### config.mk
export PLATFORM = sky130hd
export DESIGN_NAME = lcd_hd44780_responder_flat
export DESIGN_NICKNAME = d
export VERILOG_FILES = /design/src/rtl/lcd_pkg.sv /design/src/rtl/lcd_hd44780_responder_if.sv /design/src/rtl/lcd_ddram.sv /design/src/rtl/lcd_hd44780_responder.sv /design/src/flat_wrapper.sv
export SDC_FILE = /design/constraint.sdc
export NUM_CORES = 1
export LEC_CHECK = 0
export BUFFER_PORTS_ARGS = -buffer_cell sky130_fd_sc_hd__buf_2
export CORE_ASPECT_RATIO = 0.8
export CORE_UTILIZATION = 40
export DETAILED_ROUTE_END_ITERATION = 10
export HOLD_SLACK_MARGIN = 0.05
export PLACE_DENSITY = 0.59
export SLEW_MARGIN = 20
export SYNTH_ARGS = -nofsm -noshare
export SYNTH_HDL_FRONTEND = slang
export SYNTH_HIERARCHICAL = 1
export SYNTH_SLANG_ARGS = --single-unit
### constraint.sdc
create_clock -name iCLK -period 8.4 [get_ports iCLK]
set_input_delay 1.68 -clock iCLK [delete_from_list [all_inputs] [get_ports iCLK]]
set_output_delay 1.68 -clock iCLK [all_outputs]
set_load 0.005 [all_outputs]
### src/rtl/lcd_pkg.sv
`default_nettype none
// ============================================================================
// Module      : lcd_pkg
// Description : Shared constants, types and helpers for the HD44780 responder:
//               instruction masks, DDRAM line layout, state encoding and the
//               address-counter stepping rules.
// Revision    : 1.0 - initial release
// ============================================================================
package lcd_pkg;

    // Instruction masks: an instruction is identified by its highest set bit
    localparam logic [7:0] OP_CLEAR   = 8'h01;
    localparam logic [7:0] OP_HOME    = 8'h02;
    localparam logic [7:0] OP_ENTRY   = 8'h04;
    localparam logic [7:0] OP_DISPCTL = 8'h08;
    localparam logic [7:0] OP_SHIFT   = 8'h10;
    localparam logic [7:0] OP_FUNCSET = 8'h20;
    localparam logic [7:0] OP_CGRAM   = 8'h40;
    localparam logic [7:0] OP_DDRAM   = 8'h80;

    // DDRAM address map of a 2-line panel
    localparam logic [6:0] LINE0_BASE = 7'h00;
    localparam logic [6:0] LINE1_BASE = 7'h40;
    localparam logic [6:0] LINE_LEN   = 7'd16;
    localparam logic [6:0] LINE_END   = 7'h27;
    localparam logic [6:0] LINE1_END  = LINE1_BASE + LINE_END;

    localparam logic [7:0] SPACE = 8'h20;

    // Physical storage: 2 lines x 16 visible cells
    localparam int DDRAM_DEPTH = 32;
    localparam int ADDR_W      = 5;

    typedef enum logic [1:0] {
        CLEARING = 2'd0,
        IDLE     = 2'd1,
        BUSY     = 2'd2
    } state_t;

    typedef enum logic [3:0] {
        INS_NOP     = 4'd0,
        INS_CLEAR   = 4'd1,
        INS_HOME    = 4'd2,
        INS_ENTRY   = 4'd3,
        INS_DISPCTL = 4'd4,
        INS_SHIFT   = 4'd5,
        INS_FUNCSET = 4'd6,
        INS_CGRAM   = 4'd7,
        INS_DDRAM   = 4'd8
    } instr_t;

    // Classify an instruction byte by its highest set bit
    function automatic instr_t instr_decode(input logic [7:0] d);
        instr_t ins;
        if      ((d & OP_DDRAM)   != 8'h00) ins = INS_DDRAM;
        else if ((d & OP_CGRAM)   != 8'h00) ins = INS_CGRAM;
        else if ((d & OP_FUNCSET) != 8'h00) ins = INS_FUNCSET;
        else if ((d & OP_SHIFT)   != 8'h00) ins = INS_SHIFT;
        else if ((d & OP_DISPCTL) != 8'h00) ins = INS_DISPCTL;
        else if ((d & OP_ENTRY)   != 8'h00) ins = INS_ENTRY;
        else if ((d & OP_HOME)    != 8'h00) ins = INS_HOME;
        else if ((d & OP_CLEAR)   != 8'h00) ins = INS_CLEAR;
        else                                ins = INS_NOP;
        return ins;
    endfunction

    // Step the address counter by one, jumping across the gaps between lines
    function automatic logic [6:0] ac_step(input logic [6:0] a, input logic inc);
        logic [6:0] r;
        if (inc) begin
            if      (a == LINE_END)  r = LINE1_BASE;
            else if (a == LINE1_END) r = LINE0_BASE;
            else                     r = a + 7'd1;
        end else begin
            if      (a == LINE0_BASE) r = LINE1_END;
            else if (a == LINE1_BASE) r = LINE_END;
            else                      r = a - 7'd1;
        end
        return r;
    endfunction

    // Only the first 16 cells of each line are backed by storage
    function automatic logic ac_visible(input logic [6:0] a);
        return (a[6:4] == LINE0_BASE[6:4]) || (a[6:4] == LINE1_BASE[6:4]);
    endfunction

    // Storage index of a visible address: {line, column}
    function automatic logic [ADDR_W-1:0] ac_cell(input logic [6:0] a);
        return {a[6], a[3:0]};
    endfunction

endpackage
`default_nettype wire

### src/rtl/lcd_hd44780_responder_if.sv
`default_nettype none
// ============================================================================
// Module      : lcd_hd44780_responder_if
// Description : HD44780 character bus between the LCD host controller
//               (master) and the display-side responder (slave).
// Revision    : 1.0 - initial release
// ============================================================================
interface lcd_hd44780_responder_if;

    logic       LCD_EN;
    logic       LCD_RS;
    logic       LCD_RW;
    logic [7:0] LCD_DATA_IN;
    logic [7:0] LCD_DATA_OUT;
    logic       LCD_DATA_OE;

    modport master (
        output LCD_EN, LCD_RS, LCD_RW, LCD_DATA_IN,
        input  LCD_DATA_OUT, LCD_DATA_OE
    );

    modport slave (
        input  LCD_EN, LCD_RS, LCD_RW, LCD_DATA_IN,
        output LCD_DATA_OUT, LCD_DATA_OE
    );

endinterface
`default_nettype wire

### src/rtl/lcd_ddram.sv
`default_nettype none
// ============================================================================
// Module      : lcd_ddram
// Description : 32x8 display data RAM. One write port shared by bus writes
//               and the clear sweep, a registered host mirror read port and
//               an asynchronous bus read port.
// Revision    : 1.0 - initial release
// ============================================================================
module lcd_ddram
    import lcd_pkg::*;
(
    input  wire logic              iCLK,
    input  wire logic              iRST_N,
    input  wire logic              wr_en,
    input  wire logic [ADDR_W-1:0] wr_addr,
    input  wire logic [7:0]        wr_data,
    input  wire logic [ADDR_W-1:0] host_addr,
    output logic      [7:0]        host_data,
    input  wire logic [ADDR_W-1:0] bus_addr,
    output logic      [7:0]        bus_data
);

    logic [7:0] mem [DDRAM_DEPTH];

    // Storage write; contents are initialised by the clear sweep, not by reset
    always_ff @(posedge iCLK) begin
        if (wr_en) begin
            mem[wr_addr] <= wr_data;
        end
    end

    // Host mirror read; a same-cycle write to the cell returns the old value
    always_ff @(posedge iCLK or negedge iRST_N) begin
        if (!iRST_N) begin
            host_data <= 8'h00;
        end else begin
            host_data <= mem[host_addr];
        end
    end

    assign bus_data = mem[bus_addr];

endmodule
`default_nettype wire

### src/rtl/lcd_hd44780_responder.sv
`default_nettype none
// ============================================================================
// Module      : lcd_hd44780_responder
// Description : Display-side model of an HD44780 character LCD. Samples the
//               host bus through synchronizers, decodes instructions, keeps
//               the DDRAM image, address counter and busy flag, and answers
//               status and data reads.
// Revision    : 1.0 - initial release
// ============================================================================
module lcd_hd44780_responder
    import lcd_pkg::*;
#(
    parameter int BUSY_CYCLES  = 2000,
    parameter int CLEAR_CYCLES = 82000   // must be at least 32
) (
    input  wire logic              iCLK,
    input  wire logic              iRST_N,
    lcd_hd44780_responder_if.slave bus,
    input  wire logic [4:0]        iRdAddr,
    output logic      [7:0]        oRdChar,
    output logic                   oBusy,
    output logic                   oDisplayOn,
    output logic                   oTwoLine,
    output logic                   oOverrun
);

    localparam int CNT_MAX = (CLEAR_CYCLES > BUSY_CYCLES) ? CLEAR_CYCLES : BUSY_CYCLES;
    localparam int CNT_W   = $clog2(CNT_MAX + 1);

    localparam logic [CNT_W-1:0]  BUSY_LOAD  = CNT_W'(BUSY_CYCLES);
    localparam logic [CNT_W-1:0]  CLEAR_LOAD = CNT_W'(CLEAR_CYCLES);
    localparam logic [CNT_W-1:0]  CNT_ONE    = CNT_W'(1);
    localparam logic [ADDR_W-1:0] SWEEP_LAST = ADDR_W'(DDRAM_DEPTH - 1);

    // Synchronized bus view: {EN, RS, RW, DATA}
    logic [10:0] sync_meta;
    logic [10:0] sync_q;
    logic        en_prev;
    logic        en_s;
    logic        rs_s;
    logic        rw_s;
    logic [7:0]  data_s;
    logic        commit;
    logic        wr_commit;
    logic        rd_commit;
    instr_t      instr;

    // Architectural state and its next values
    state_t              state,      state_n;
    logic [CNT_W-1:0]    busy_cnt,   busy_cnt_n;
    logic [ADDR_W-1:0]   sweep_idx,  sweep_idx_n;
    logic [6:0]          ac,         ac_n;
    logic                inc_mode,   inc_mode_n;
    logic                display_on, display_on_n;
    logic                two_line,   two_line_n;
    logic                overrun,    overrun_n;
    logic [7:0]          data_out,   data_out_n;
    logic                data_oe,    data_oe_n;

    // DDRAM port controls
    logic                mem_we;
    logic [ADDR_W-1:0]   mem_waddr;
    logic [7:0]          mem_wdata;
    logic [7:0]          mem_bus_data;
    logic [7:0]          cell_value;

    // Two-flop synchronizers on every bus input, plus delayed EN for edge detection
    always_ff @(posedge iCLK or negedge iRST_N) begin
        if (!iRST_N) begin
            sync_meta <= '0;
            sync_q    <= '0;
            en_prev   <= 1'b0;
        end else begin
            sync_meta <= {bus.LCD_EN, bus.LCD_RS, bus.LCD_RW, bus.LCD_DATA_IN};
            sync_q    <= sync_meta;
            en_prev   <= en_s;
        end
    end

    assign en_s      = sync_q[10];
    assign rs_s      = sync_q[9];
    assign rw_s      = sync_q[8];
    assign data_s    = sync_q[7:0];
    assign commit    = en_prev & ~en_s;
    assign wr_commit = commit & ~rw_s;
    assign rd_commit = commit & rw_s;
    assign instr     = instr_decode(data_s);

    // Cells outside the visible window read back as blanks
    assign cell_value = ac_visible(ac) ? mem_bus_data : SPACE;

    // Next-state, register updates and DDRAM write selection
    always_comb begin
        state_n      = state;
        busy_cnt_n   = busy_cnt;
        sweep_idx_n  = sweep_idx;
        ac_n         = ac;
        inc_mode_n   = inc_mode;
        display_on_n = display_on;
        two_line_n   = two_line;
        overrun_n    = overrun;
        mem_we       = 1'b0;
        mem_waddr    = sweep_idx;
        mem_wdata    = SPACE;

        unique case (state)
            CLEARING: begin
                mem_we      = 1'b1;
                busy_cnt_n  = CLEAR_LOAD;
                sweep_idx_n = sweep_idx + 1'b1;
                if (sweep_idx == SWEEP_LAST) begin
                    state_n = BUSY;
                end
            end
            BUSY: begin
                // The last busy cycle is the one in which the count reaches zero
                if (busy_cnt <= CNT_ONE) begin
                    state_n    = IDLE;
                    busy_cnt_n = '0;
                end else begin
                    busy_cnt_n = busy_cnt - CNT_ONE;
                end
            end
            IDLE: begin
                if (wr_commit) begin
                    state_n    = BUSY;
                    busy_cnt_n = BUSY_LOAD;
                    if (rs_s) begin
                        mem_we    = ac_visible(ac);
                        mem_waddr = ac_cell(ac);
                        mem_wdata = data_s;
                        ac_n      = ac_step(ac, inc_mode);
                    end else begin
                        unique case (instr)
                            INS_CLEAR: begin
                                state_n     = CLEARING;
                                sweep_idx_n = '0;
                                busy_cnt_n  = CLEAR_LOAD;
                                ac_n        = LINE0_BASE;
                                inc_mode_n  = 1'b1;
                            end
                            INS_HOME: begin
                                ac_n       = LINE0_BASE;
                                busy_cnt_n = CLEAR_LOAD;
                            end
                            INS_ENTRY:   inc_mode_n   = data_s[1];
                            INS_DISPCTL: display_on_n = data_s[2];
                            INS_SHIFT: begin
                                // Only cursor moves are modelled; display shifts are ignored
                                if (!data_s[3]) begin
                                    ac_n = ac_step(ac, data_s[2]);
                                end
                            end
                            INS_FUNCSET: two_line_n = data_s[3];
                            INS_DDRAM:   ac_n       = data_s[6:0];
                            default: ;
                        endcase
                    end
                end else if (rd_commit && rs_s) begin
                    ac_n = ac_step(ac, inc_mode);
                end
            end
            default: begin
                state_n     = CLEARING;
                sweep_idx_n = '0;
            end
        endcase

        if (wr_commit && (state != IDLE)) begin
            overrun_n = 1'b1;
        end

        // Read data follows the synced strobe; status reflects the live busy flag
        data_oe_n  = en_s & rw_s;
        data_out_n = 8'h00;
        if (en_s && rw_s) begin
            data_out_n = rs_s ? cell_value : {(state != IDLE), ac};
        end
    end

    // State register
    always_ff @(posedge iCLK or negedge iRST_N) begin
        if (!iRST_N) begin
            state      <= CLEARING;
            busy_cnt   <= CLEAR_LOAD;
            sweep_idx  <= '0;
            ac         <= LINE0_BASE;
            inc_mode   <= 1'b1;
            display_on <= 1'b0;
            two_line   <= 1'b0;
            overrun    <= 1'b0;
            data_out   <= 8'h00;
            data_oe    <= 1'b0;
        end else begin
            state      <= state_n;
            busy_cnt   <= busy_cnt_n;
            sweep_idx  <= sweep_idx_n;
            ac         <= ac_n;
            inc_mode   <= inc_mode_n;
            display_on <= display_on_n;
            two_line   <= two_line_n;
            overrun    <= overrun_n;
            data_out   <= data_out_n;
            data_oe    <= data_oe_n;
        end
    end

    lcd_ddram u_ddram (
        .iCLK      (iCLK),
        .iRST_N    (iRST_N),
        .wr_en     (mem_we),
        .wr_addr   (mem_waddr),
        .wr_data   (mem_wdata),
        .host_addr (iRdAddr),
        .host_data (oRdChar),
        .bus_addr  (ac_cell(ac)),
        .bus_data  (mem_bus_data)
    );

    assign bus.LCD_DATA_OUT = data_out;
    assign bus.LCD_DATA_OE  = data_oe;
    assign oBusy            = (state != IDLE);
    assign oDisplayOn       = display_on;
    assign oTwoLine         = two_line;
    assign oOverrun         = overrun;

endmodule
`default_nettype wire

### src/flat_wrapper.sv
// flat-port wrapper written by rule: the top's interface ports become plain ports
module lcd_hd44780_responder_flat import lcd_pkg::*;
#(
    parameter int BUSY_CYCLES  = 2000,
    parameter int CLEAR_CYCLES = 82000                         
)
  (iCLK, iRST_N, iRdAddr, oRdChar, oBusy, oDisplayOn, oTwoLine, oOverrun, bus_LCD_EN, bus_LCD_RS, bus_LCD_RW, bus_LCD_DATA_IN, bus_LCD_DATA_OUT, bus_LCD_DATA_OE);
  lcd_hd44780_responder_if bus_i ();
  input  wire logic iCLK;
  input  wire logic iRST_N;
  input  wire logic [4:0] iRdAddr;
  output logic      [7:0] oRdChar;
  output logic oBusy;
  output logic oDisplayOn;
  output logic oTwoLine;
  output logic oOverrun;
  input wire logic [$bits(bus_i.LCD_EN)-1:0] bus_LCD_EN;
  input wire logic [$bits(bus_i.LCD_RS)-1:0] bus_LCD_RS;
  input wire logic [$bits(bus_i.LCD_RW)-1:0] bus_LCD_RW;
  input wire logic [$bits(bus_i.LCD_DATA_IN)-1:0] bus_LCD_DATA_IN;
  output wire logic [$bits(bus_i.LCD_DATA_OUT)-1:0] bus_LCD_DATA_OUT;
  output wire logic [$bits(bus_i.LCD_DATA_OE)-1:0] bus_LCD_DATA_OE;
  assign bus_i.LCD_EN = bus_LCD_EN;
  assign bus_i.LCD_RS = bus_LCD_RS;
  assign bus_i.LCD_RW = bus_LCD_RW;
  assign bus_i.LCD_DATA_IN = bus_LCD_DATA_IN;
  assign bus_LCD_DATA_OUT = bus_i.LCD_DATA_OUT;
  assign bus_LCD_DATA_OE = bus_i.LCD_DATA_OE;
  lcd_hd44780_responder #(.BUSY_CYCLES(BUSY_CYCLES), .CLEAR_CYCLES(CLEAR_CYCLES)) u_core (.iCLK(iCLK), .iRST_N(iRST_N), .bus(bus_i), .iRdAddr(iRdAddr), .oRdChar(oRdChar), .oBusy(oBusy), .oDisplayOn(oDisplayOn), .oTwoLine(oTwoLine), .oOverrun(oOverrun));
endmodule
* After elaboration in Yosys (flattened, before gate mapping)
Memories as Yosys holds them, arrays and structs flattened. A register that Yosys moved wholly into a read port is not among the register bits.
Index checks and enable logic that the tools add are counted.
W data, S select, Z words.
** Storage, ports and cells
- Register bits :: 67
- Memory bits (writable) :: 256
- Input port bits :: 18
- Output and inout port bits :: 21
- Word-level logic and storage cells :: 117
- Memories kept :: 1
** Operators by class
- Add/subtract/negate cells :: 4
- $lt $le $gt $ge :: 1
- Eq/ne operators :: 22
- Mux-type cells :: 49
- Bitwise logic cells :: 8
- Reduce and logical (&&, ||, !) cells :: 19
** Memories
- u_core.u_ddram.mem :: depth 32, width 8, rd ports 2, clocked after Yosys merged registers in 1, write ports 1, line lcd_ddram.sv:23 : logic [7:0] mem [DDRAM_DEPTH];
** Operators by type and width (number)
- $mux W7 :: 10
- $mux W17 :: 4
- $pmux W17 S3 :: 1
- $mux W8 :: 6
- $mux W5 :: 6
- $mux W4 :: 7
- $pmux W7 S3 :: 1
- $reduce_and A4 Y1 :: 5
- $le A17 B1 Y1 const B :: 1
- $sub A17 B1 Y17 const B :: 1
- $pmux W5 S3 :: 1
- $eq A7 B7 Y1 const B :: 2
- $eq A4 B3 Y1 const B :: 3
- $mux W2 :: 5
- $eq A4 B2 Y1 const B :: 2
- $ne A2 B1 Y1 const B :: 4
- $add A7 B1 Y7 const B :: 1
- $eq A7 B6 Y1 const B :: 1
- $logic_not A7 Y1 :: 1
- $sub A7 B1 Y7 const B :: 1
- $pmux W2 S3 :: 1
- $add A5 B1 Y5 const B :: 1
- $eq A5 B5 Y1 const B :: 1
- $mux W1 :: 5
- other kinds (21) :: 32

* Depth between registers and ports, before layout
Gate-level depths: netlist (run 1).
- Depth after elaboration :: 14
- Gate-level depth with buffers :: 11
- Gate-level depth less buffers :: 8

* By module
Netlist (run 1), hierarchy kept.
** By module, submodules not included
- lcd_ddram :: instances 1, cells an instance 524, area an instance 12087.8 µm², sequential area each 7887.6 µm²
- lcd_hd44780_responder :: instances 1, cells an instance 382, area an instance 3614.7 µm², sequential area each 1682.9 µm²

* Worst setup path before layout (run 1)
Ideal clock, no wire load.
- Path type :: input port to flip-flop
- Start point :: input port iRdAddr[2]
- End point :: register u_core.u_ddram.host_data[0], read port of u_core.u_ddram.mem
- Setup time :: 125 ps
- Arrival time :: 3364 ps
- Data required time :: 8275 ps
- Setup slack :: 4912 ps
- Cell stages on the path :: 5
- Buffers on the path :: 2
- Cell sequence :: clkbuf_1 buf_1 mux4_2 mux4_2 mux2_2
** RTL lines
- start: declaration :: line flat_wrapper.sv:11 : input wire logic [4:0] iRdAddr;
- end: declaration :: line lcd_ddram.sv:18 : output logic [7:0] host_data,

* Final worst setup path (run 1)
- Start point :: register u_core.state[1]
- End point :: memory u_core.u_ddram.mem[0][1] (enable)
** On the way
- Elaborated cells on any way between the ends :: 6
- Those cells by class :: eq/ne (1); mux (4); reduce/logical (1)
** RTL lines
- start: declaration :: line lcd_hd44780_responder.sv:49 : state_t state, state_n;
- start signal: assignment :: line lcd_hd44780_responder.sv:195 : state <= state_n;
- $eq A2 B1 Y1 :: line lcd_hd44780_responder.sv:106 : unique case (state)
- $mux W5 :: line lcd_hd44780_responder.sv:106
- named net u_core.mem_waddr[1] :: line lcd_hd44780_responder.sv:62 : logic [ADDR_W-1:0] mem_waddr;
- end: declaration :: line lcd_ddram.sv:23
The timed path passes the listed nets, and every way through them passes these cells.

==> qor.yml, run 1 <==
status: "finished clean"
core_area_um2: 38400
critPathTopFamily: "simple AND/OR/NAND/NOR gates"
post_cts_resized: 0
design_area_um2: 17600
synth_top_area_share_pct: 49.0
clockBufferDepth: 3
grt_pass1_vias: 8820
fin_crit_sh_pct: 47.5
crit_type: "reg -> reg"
vias_per_cell: 6.10
clock.fmax_ghz: 0.250
grt_pass1_wl_mm: 56.9
synth-main-ff-cell: "edfxtp_1"
rrSetupSlack_ns: 4.41
drc: 0
die_w_um: 224
clock_power_share_pct: 47.0
switching_share_pct: 20.0
clkTransAtPathRegs_ns: 0.06
cp.buffers_inverters: 1
post_cts_buffers: 0
dp.final_hpwl_mm: 23.8
yosysMostFrequentCell: "edfxtp_1"
max_slew_margin_pct: 19.7
htreeDepth: 2
cts_buffers: 37
r2r_start: "u_core/state[1]$_DFFE_PN0P_"
hold_violations: 0
critical_path_arrival_ns: 4.11
hp-start: "u_core/sync_meta[5]$_DFF_PN0_"
synth_common_cells: "edfxtp_1, mux4_2, dfrtp_1, nor2_1, nand2_1"
slowest_delay_ns: 0.94
clk_latency_ns: 0.52
cts_hold_buf: 0
grt.busiest_layer: "met2"
wl_mm: 38.2
met1_usage_pct: 28.0
combPwrFrac_pct: 1.9
die-area_um2: 40100
cts_tree: "done"
finalSetupTns_ns: 0
drt_iter0_drc: 861
grt_overflow_total: 0
diodes: 0
placedInstanceArea_um2: 16300
utilization_pct: 45.8
fin_skew_ns: 0.0262
async_flop_share_pct: 22.7
grtUsageMet3_pct: 2.77
rows: 64
hold_path_end: "u_core/sync_q[5]$_DFF_PN0_"
required_ns: 8.52
postSynthAreaPerCell_um2: 17.3
syn2layout_area_growth_pct: 12.1
syn-num-nets: 934
io_buffers: 38
crit_slowest_cell: "nor2_1"
maxSlewViolCount: 0
synth_seq_area_share_pct: 60.9
antenna_left: 0
cap_violations: 0
die_y_um: 179
initial_core_util_pct: 40.9
synth_cell_type_count: 68
synth_edf_count: 256
vias: 8896
floorplan.io_pins: 39
rsz0062_at_grt: "no"
crit_path_start_kind: "register"
synth_area_leaders: "edfxtp_1, mux4_2, dfrtp_1"
power.density_nw_per_um2: 196
worst-path-stages: 7
setup_violations: 0
hold_path_class: "reg -> reg"
grt_util_met2_pct: 30.2
rr_endpoint: "u_core/u_ddram/mem[0][1]$_DFFE_PP_"
root_buffer: "clkbuf_16"
drive_above_1_share_pct: 34.1
grt_max_degree: 65
power_leakage_nw: 4.83
synthCells: 906
clkSinkCount: 331
yosys.area.top_type: "edfxtp_1"
gr-usage-all-layers_pct: 19.3
gp_congestion: 0.829
ys_ff_latch: 331
synth_area_um2: 15700
period_needed_ns: 3.99
path_cells: "inv_1 -> ha_1 -> nand2_1 -> and3_1 -> mux2_2 -> or3b_2 -> nor2_1"
seq_power_share_pct: 51.1
peakVddDrop_mv: 0.149
switchingPower_uw: 691
r2r_cells: 7
antenna_found_initial: 0
dp_cells: 1391
internal_power_mw: 2.76
tightestPinTransition_ns: 1.20
end_kind: "register"
yosysWarnings: 6
layout.cells.non_filler: 1459
cp_max_fo: 14
whs_path_depth: 0
post_drt_wl_per_cell_um: 26.2
hold-worst-slack_ns: 0.347
drtPass1Iterations: 5
layout.nets: 965
==> routing by layer <==
| metal | part of all wire [%] | wire, um |
|---|---|---|
| met1 | 44 | 16600 |
| met2 | 47 | 18000 |
| met3 | 6.7 | 2570 |
| met4 | 2.5 | 944 |
| met5 | 0 | 0 |
==> worst register-to-register path: cells and delay by family, from the launching register on <==
family | cells | cell delay, ns
AND/OR/NAND/NOR | 4 | 2.21
adder cells (fa/ha/maj) | 1 | 0.48
flip-flops | 1 | 0.40
multiplexers | 1 | 0.39
buffers and inverters | 1 | 0.11
==> placed cells by master, fill, tap and decap left out, drive strengths merged, types with 4 or more instances in the layout <==
cell    count
edfxtp    256
mux4      160
dfrtp      70
nor2       59
buf        52
clkbuf     46
nand2      33
o21ai      33
mux2       24
a21oi      23
nand3      17
inv        14
nand2b     12
clkinv     12
nor3       11
ha         10
o31ai       9
and2        8
nor2b       6
xnor2       6
mux2i       6
and3        5
o22ai       5
nor4        5
dfstp       5
nand3b      5
or3b        5
bufinv      4
a22o        4
or2         4
==> cell type report <==
| cell class | instances | area (um^2) |
|---|---|---|
| flip-flops and latches | 331 | 9580 |
| repair buffers | 52 | 317 |
| well taps | 495 | 619 |
| multi-input cells | 502 | 5820 |
| clock buffers | 46 | 1010 |
| inverters | 13 | 48.8 |
| clock inverters | 20 | 206 |
| fillers | 3215 | 20800 |
==> how the worst max path moves through the flow <==
stage	startpoint	to	slack, ns
after floorplan	iRdAddr[2]	u_core/u_ddram/host_data[0]$_DFF_PN0_	4.91
after global placement	iRdAddr[1]	u_core/u_ddram/host_data[6]$_DFF_PN0_	4.02
after detailed placement	iRdAddr[1]	u_core/u_ddram/host_data[6]$_DFF_PN0_	3.96
after CTS	u_core/state[1]$_DFFE_PN0P_	u_core/u_ddram/mem[16][1]$_DFFE_PP_	4.43
after global routing	u_core/state[1]$_DFFE_PN0P_	u_core/u_ddram/mem[0][1]$_DFFE_PP_	4.24
final	u_core/state[1]$_DFFE_PN0P_	u_core/u_ddram/mem[0][1]$_DFFE_PP_	4.41
==> stage by stage <==
step	power (mW)	setup WS, ns
final	3.45	4.41
after global routing	3.55	4.24
after CTS	3.48	4.43
after detailed placement	1.86	3.96
after global placement	1.86	4.02
after floorplan	1.84	4.91
==> registers in the layout, indices dropped and copies added (netlist names), 2 cells and up <==
signal                    cells
u_core/u_ddram/host_data      8
u_core/ac                     7
u_core/state                  2
u_core/sync_meta             11
u_core/busy_cnt              17
u_core/sync_q                11
u_core/sweep_idx              5
u_core/u_ddram/mem          256
u_core/bus.LCD_DATA_OUT       8
==> cell families after synthesis <==
logic type | after synthesis | share of synthesized area [%]
buffers and inverters | 73 | 2.20
XOR/XNOR | 8 | 0.446
AND/OR/NAND/NOR | 182 | 5.82
AO/OA/AOI/OAI | 112 | 4.73
multiplexers | 190 | 25.1
flip-flops | 331 | 60.9
adder cells (fa/ha/maj) | 10 | 0.797
==> power by group through the flow <==
stage	clock, mW	sequential (mW)	combinational, mW
floorplan	0	1.79	0.0466
global placement	0	1.79	0.0658
detailed placement	0	1.79	0.0674
CTS	1.65	1.76	0.0675
global route	1.71	1.76	0.0734
finish	1.62	1.76	0.0668
Power figures use the tool's default switching activity.
==> run 2, diff against run 1 <==
ABC_AREA = 1   (was default)
PLACE_DENSITY = 0.61   (was 0.59)
clock period = 3.6 ns   (was 8.4 ns; I/O delays follow)
==> run 2 against run 1 <==
  * Fmax is 37% higher
  * Flip-flop and latch count stayed put
  * Routed wire length is 43% higher
  * Die area is 11% higher
  * Highest routed layer unchanged
  * Critical endpoint is now u_core/u_ddram/mem[4][1]$_DFFE_PP_
  * Critical path type unchanged
==> qor.yml, run 2 <==
power.density_nw_per_um2: 433
rows: 68
core_area_um2: 43100
layout_commonest_cell: "nand2_1"
layout_common_cells: "nand2_1, nand3_1, edfxtp_1, nor2_1, buf_4"
power_leakage_nw: 8.23
yosysWarnings: 6
post_cts_resized: 0
grtUsageMet3_pct: 5.24
die_w_um: 235
drtPass1Iterations: 5
grt_util_met2_pct: 35.2
die_y_um: 189
end_kind: "register"
diodes: 0
hold_violations: 0
peakVddDrop_mv: 0.299
synth_cell_type_count: 38
fillers: 4121
cts_hold_buf: 0
initial_core_util_pct: 40.5
grt_pass1_vias: 13632
post_drt_wl_per_cell_um: 20.5
antenna_found_initial: 0
cap_violations: 0
syn-num-nets: 2069
syn2layout_area_growth_pct: 10.9
clock.fmax_ghz: 0.342
clkTransAtPathRegs_ns: 0.06
synth-main-ff-cell: "edfxtp_1"
seq_area_um2: 9580
period_needed_ns: 2.92
tightestPinTransition_ns: 0.913
grt_pass1_wl_mm: 82.3
finalSetupTns_ns: 0
die-area_um2: 44500
clk_latency_ns: 0.54
wl_mm: 54.6
synthCells: 2041
crit_path_start_kind: "register"
max_slew_margin_pct: 38.9
htreeDepth: 2
crit_type: "reg -> reg"
fin_crit_sh_pct: 81.2
multi_input_area_um2: 6750
cts_tree: "done"
power_mw: 8.38
top_register: "u_core/u_ddram/mem"
layout.cells.non_filler: 2659
vias_per_cell: 5.54
setup_violations: 0
async_flop_share_pct: 22.7
rsz0062_at_grt: "no"
io_buffers: 38
vias: 14720
post_cts_buffers: 0
utilization_pct: 44.9
drc: 0
maxSlewViolCount: 0
synth_area_leaders: "edfxtp_1, nand2_1, nand3_1"
gr-usage-all-layers_pct: 24.4
synth_common_cells: "nand2_1, nand3_1, edfxtp_1, nor2_1, dfrtp_1"
antenna_left: 0
synth_area_um2: 17400
gp_congestion: 0.892
status: "finished clean"
drt_iter0_drc: 1781
synth_edf_count: 256
hold_path_class: "in -> async"
yosysMostFrequentCell: "nand2_1"
top_regs: "u_core/u_ddram/mem: 256 flops, u_core/busy_cnt: 17 flops"
design_area_um2: 19300
cp_max_fo: 14
met1_usage_pct: 36.3
dp_cells: 2598
dp.final_hpwl_mm: 34.1
ys_ff_latch: 331
grt_overflow_total: 0
drive_above_1_share_pct: 11.0
root_buffer: "clkbuf_16"
floorplan.io_pins: 39
clkSinkCount: 331
cts_buffers: 35
synth_top_area_share_pct: 44.1
fin_skew_ns: 0.0292
critical_path_arrival_ns: 3.19
placedInstanceArea_um2: 18100
yosys.area.top_type: "edfxtp_1"
clockBufferDepth: 3
postSynthAreaPerCell_um2: 8.55
grt_max_degree: 129
largest_reg_flops: 256
required_ns: 3.86
grt.busiest_layer: "met1"
layout.nets: 2103
synth_seq_area_share_pct: 54.9
[run 2: cell count changes in the layout (fill, tap and decap cells not counted), sizes merged, moves of 12 or more]
cell,change
nand2,+841
nand3,+422
mux4,-160
inv,+64
buf,+61
nor2,+37
mux2,-24
nand2b,-12
[run 2: logic make-up after synthesis]
group,Yosys count,synth area share [%]
fa+ha+maj,10,0.717
buf+inv,190,6.56
simple gates,1427,35.0
xor+xnor,15,0.753
compound gates,68,2.12
flops,331,54.9
[run 2: stage by stage]
step	hold WS, ns	setup WS, ns
after detailed placement	0.335	0.723
after floorplan	0.331	1.01
final	0.207	0.676
after global placement	0.332	0.860
after global routing	0.272	0.472
after CTS	0.280	0.732
[run 2: power by group]
group          switching (mW)  total, mW  internal [mW]  leakage [nW]
combinational           0.296      0.418          0.123          5.02
sequential             0.0232       4.12           4.10          2.64
clock                    1.54       3.85           2.30         0.579
[run 2: routing by layer]
metal / up-vias / share of wire [%]
met3: 101 / 10
met5: - / 0
met2: 812 / 42
li1: 6877 / -
met4: 0 / 2.9
met1: 6930 / 45
[run 2: area by class of cell]
type / instances / area share (%)
flip-flops and latches: 331 / 49.5
clock inverters: 22 / 1.58
multi-input cells: 1520 / 34.9
inverters: 74 / 1.46
well taps: 560 / 3.62
repair buffers: 113 / 4.33
clock buffers: 39 / 4.61
[run 2: worst max-delay path, cell delays in order, from the launching register on]
cell and delay (ns):
dfrtp_1 0.42, inv_1 0.10, ha_1 0.17, nand2_1 0.08
nor2_2 0.24, inv_1 0.30, nand2_1 0.12, o21ai_0 0.16
inv_1 0.12, nand3_1 0.23, buf_4 0.26, nor2_1 0.25
buf_4 0.20
[run 2: worst paths after layout]
check	start	cells past startpoint	endpoint	slack [ns]
max	u_core/state[1]$_DFFE_PN0P_	12	u_core/u_ddram/mem[4][1]$_DFFE_PP_	0.68
min	iRST_N	1	u_core/busy_cnt[7]$_DFFE_PN0P_	0.21
max in group asynchronous	iRST_N	1	u_core/ac[0]$_DFFE_PN0P_	2.79
min reg2reg	u_core/sync_meta[0]$_DFF_PN0_	0	u_core/sync_q[0]$_DFF_PN0_	0.35
min in group iCLK	bus_LCD_DATA_IN[0]	1	u_core/sync_meta[0]$_DFF_PN0_	0.30
max reg2reg	u_core/state[1]$_DFFE_PN0P_	12	u_core/u_ddram/mem[4][1]$_DFFE_PP_	0.68
==> run 3, diff against run 2 <==
PLACE_DENSITY = 0.59   (was 0.61)
clock period = 2.8 ns   (was 3.6 ns; I/O delays follow)
==> run 3 against run 2 <==
  * The flow now finishes with violations (setup timing)
  * First-iteration DRC count grew 29%
  * Non-clock buffer count shrank 9
  * Worst hold slack worse by 0.12 ns
  * Global-route usage is 0.35 points higher
  * Clock power increased by 24%
  * Fmax grew 4.3%
  * Largest cell class unchanged
==> qor.yml, run 3 (synthesized netlist as in run 2, its figures left out) <==
top_regs: "u_core/u_ddram/mem: 256 flops, u_core/busy_cnt: 17 flops"
met1_usage_pct: 37.3
post_drt_wl_per_cell_um: 20.7
floorplan.io_pins: 39
cts_buffers: 37
grt_max_degree: 76
rsz0062_at_grt: "yes"
root_buffer: "clkbuf_16"
path_cells: "inv_1 -> ha_1 -> nand2_1 -> nor2_4 -> inv_1 -> nand2_1 -> o21ai_0 -> buf_4 -> inv_1 -> nand3_1 -> nor2_2"
setup_violations: 7
max_slew_margin_pct: 49.0
rows: 68
crit_path_start_kind: "register"
power_mw: 10.6
layout_commonest_cell: "nand2_1"
layout_common_cells: "nand2_1, nand3_1, edfxtp_1, dfrtp_1, nor2_1"
die_w_um: 235
grt_util_met2_pct: 35.9
cts_tree: "done"
hold_violations: 0
slowest_delay_ns: 0.52
period_needed_ns: 2.80
grt_pass1_wl_mm: 83.8
hold_path_class: "in -> async"
clock.fmax_ghz: 0.357
die_y_um: 189
drt_iter0_drc: 2299
violations: "setup timing"
clockBufferDepth: 3
critPathTopFamily: "simple AND/OR/NAND/NOR gates"
io_buffers: 38
finalWorstSetupSlack_ns: -0.00218
wl_mm: 55.0
syn2layout_area_growth_pct: 11.6
multi_input_area_um2: 6840
critical_path_arrival_ns: 2.97
die-area_um2: 44500
gp_congestion: 0.911
drtPass1Iterations: 6
cap_violations: 0
largest_reg_flops: 256
crit_slowest_cell: "nor2_2"
status: "finished with violations"
placedInstanceArea_um2: 18200
drive_above_1_share_pct: 11.3
initial_core_util_pct: 40.5
fin_skew_ns: 0.0222
peakVddDrop_mv: 0.327
top_register: "u_core/u_ddram/mem"
required_ns: 2.97
fillers: 4126
clkSinkCount: 331
vias_per_cell: 5.52
htreeDepth: 2
antenna_left: 0
power_leakage_nw: 8.22
tightestPinTransition_ns: 0.764
gr-usage-all-layers_pct: 24.8
vias: 14639
grt.busiest_layer: "met1"
antenna_found_initial: 0
grtUsageMet3_pct: 4.85
power.density_nw_per_um2: 545
clk_latency_ns: 0.53
maxSlewViolCount: 0
clkTransAtPathRegs_ns: 0.06
core_area_um2: 43100
cp.buffers_inverters: 4
dp.final_hpwl_mm: 34.9
cp_max_fo: 8
drc: 0
rrSetupSlack_ns: -0.002
layout.nets: 2096
grt_overflow_total: 0
end_kind: "register"
seq_area_um2: 9580
crit_type: "reg -> reg"
fin_crit_sh_pct: 100
cts_hold_buf: 0
design_area_um2: 19500
grt_pass1_vias: 13793
cpMostUsedCell: "inv_1"
## run 3: cell types whose count changed in the layout (fill, tap and decap cells not counted), moves of 2 or more
cell,delta
buf_12,+10
inv_6,-3
clkinvlp_4,-2
clkinv_2,+3
clkbuf_16,+3
buf_4,-18
nor2_2,+3
clkbuf_8,+3
nor2_1,-14
nor2_4,+11
bufinv_16,-4
clkinv_1,+2
## run 3: metal layers
layer  wire length, um  up-vias
met5                 0        -
met4              1260        0
met3              5440       89
met2             23500      759
met1             24800     6930
li1                  -     6861
## run 3: cell type report
class                      instances  area share (%)
timing repair buffer             104            4.58
tap                              560            3.60
clock inverter                    18           0.836
inverter                          74            1.45
multi-input combinational       1520            35.2
clock buffer                      45            5.17
sequential                       331            49.2
antenna                            1          0.0129
## run 3: path summary, 6_finish.rpt
kind | depth (start not counted) | to | from
setup / recovery | 11 | u_core/u_ddram/mem[1][7]$_DFFE_PP_ | u_core/state[1]$_DFFE_PN0P_
hold / removal | 1 | u_core/bus.LCD_DATA_OUT[1]$_DFF_PN0_ | iRST_N
setup reg to reg | 11 | u_core/u_ddram/mem[1][7]$_DFFE_PP_ | u_core/state[1]$_DFFE_PN0P_
hold reg to reg | 0 | u_core/sync_q[3]$_DFF_PN0_ | u_core/sync_meta[3]$_DFF_PN0_
max in group asynchronous | 2 | u_core/busy_cnt[14]$_DFFE_PN1P_ | iRST_N
min in group iCLK | 1 | u_core/sync_meta[7]$_DFF_PN0_ | bus_LCD_DATA_IN[7]
## run 3: timing repair
| item | in CTS | in global routing |
|---|---|---|
| setup buffers | 0 | 2 |
| pin swaps | 0 | 0 |
| setup endpoints to repair | 39 | 156 |
| gates resized for setup | 0 | 26 |
## run 3: power by group
group          internal [mW]  switching [mW]  leakage (nW)  total [mW]
registers               5.27          0.0181          2.64        5.29
clock network           2.82            1.94         0.581        4.77
logic                  0.162           0.387          5.00       0.550
## run 3: per-stage QoR
stage                     instances  util [%]  hold WS (ns)  setup slack [ns]  setup TNS, ns
final                          2653      45.2        0.0840          -0.00218       -0.00498
after global routing           2652      45.2         0.126            -0.145          -4.47
after CTS                      2650      44.9        0.0984           -0.0200         -0.489
after detailed placement       2587      42.2         0.338           -0.0106         -0.271
after global placement         2587      42.2         0.335            0.0375              0
after floorplan                2041         -         0.264             0.208              0
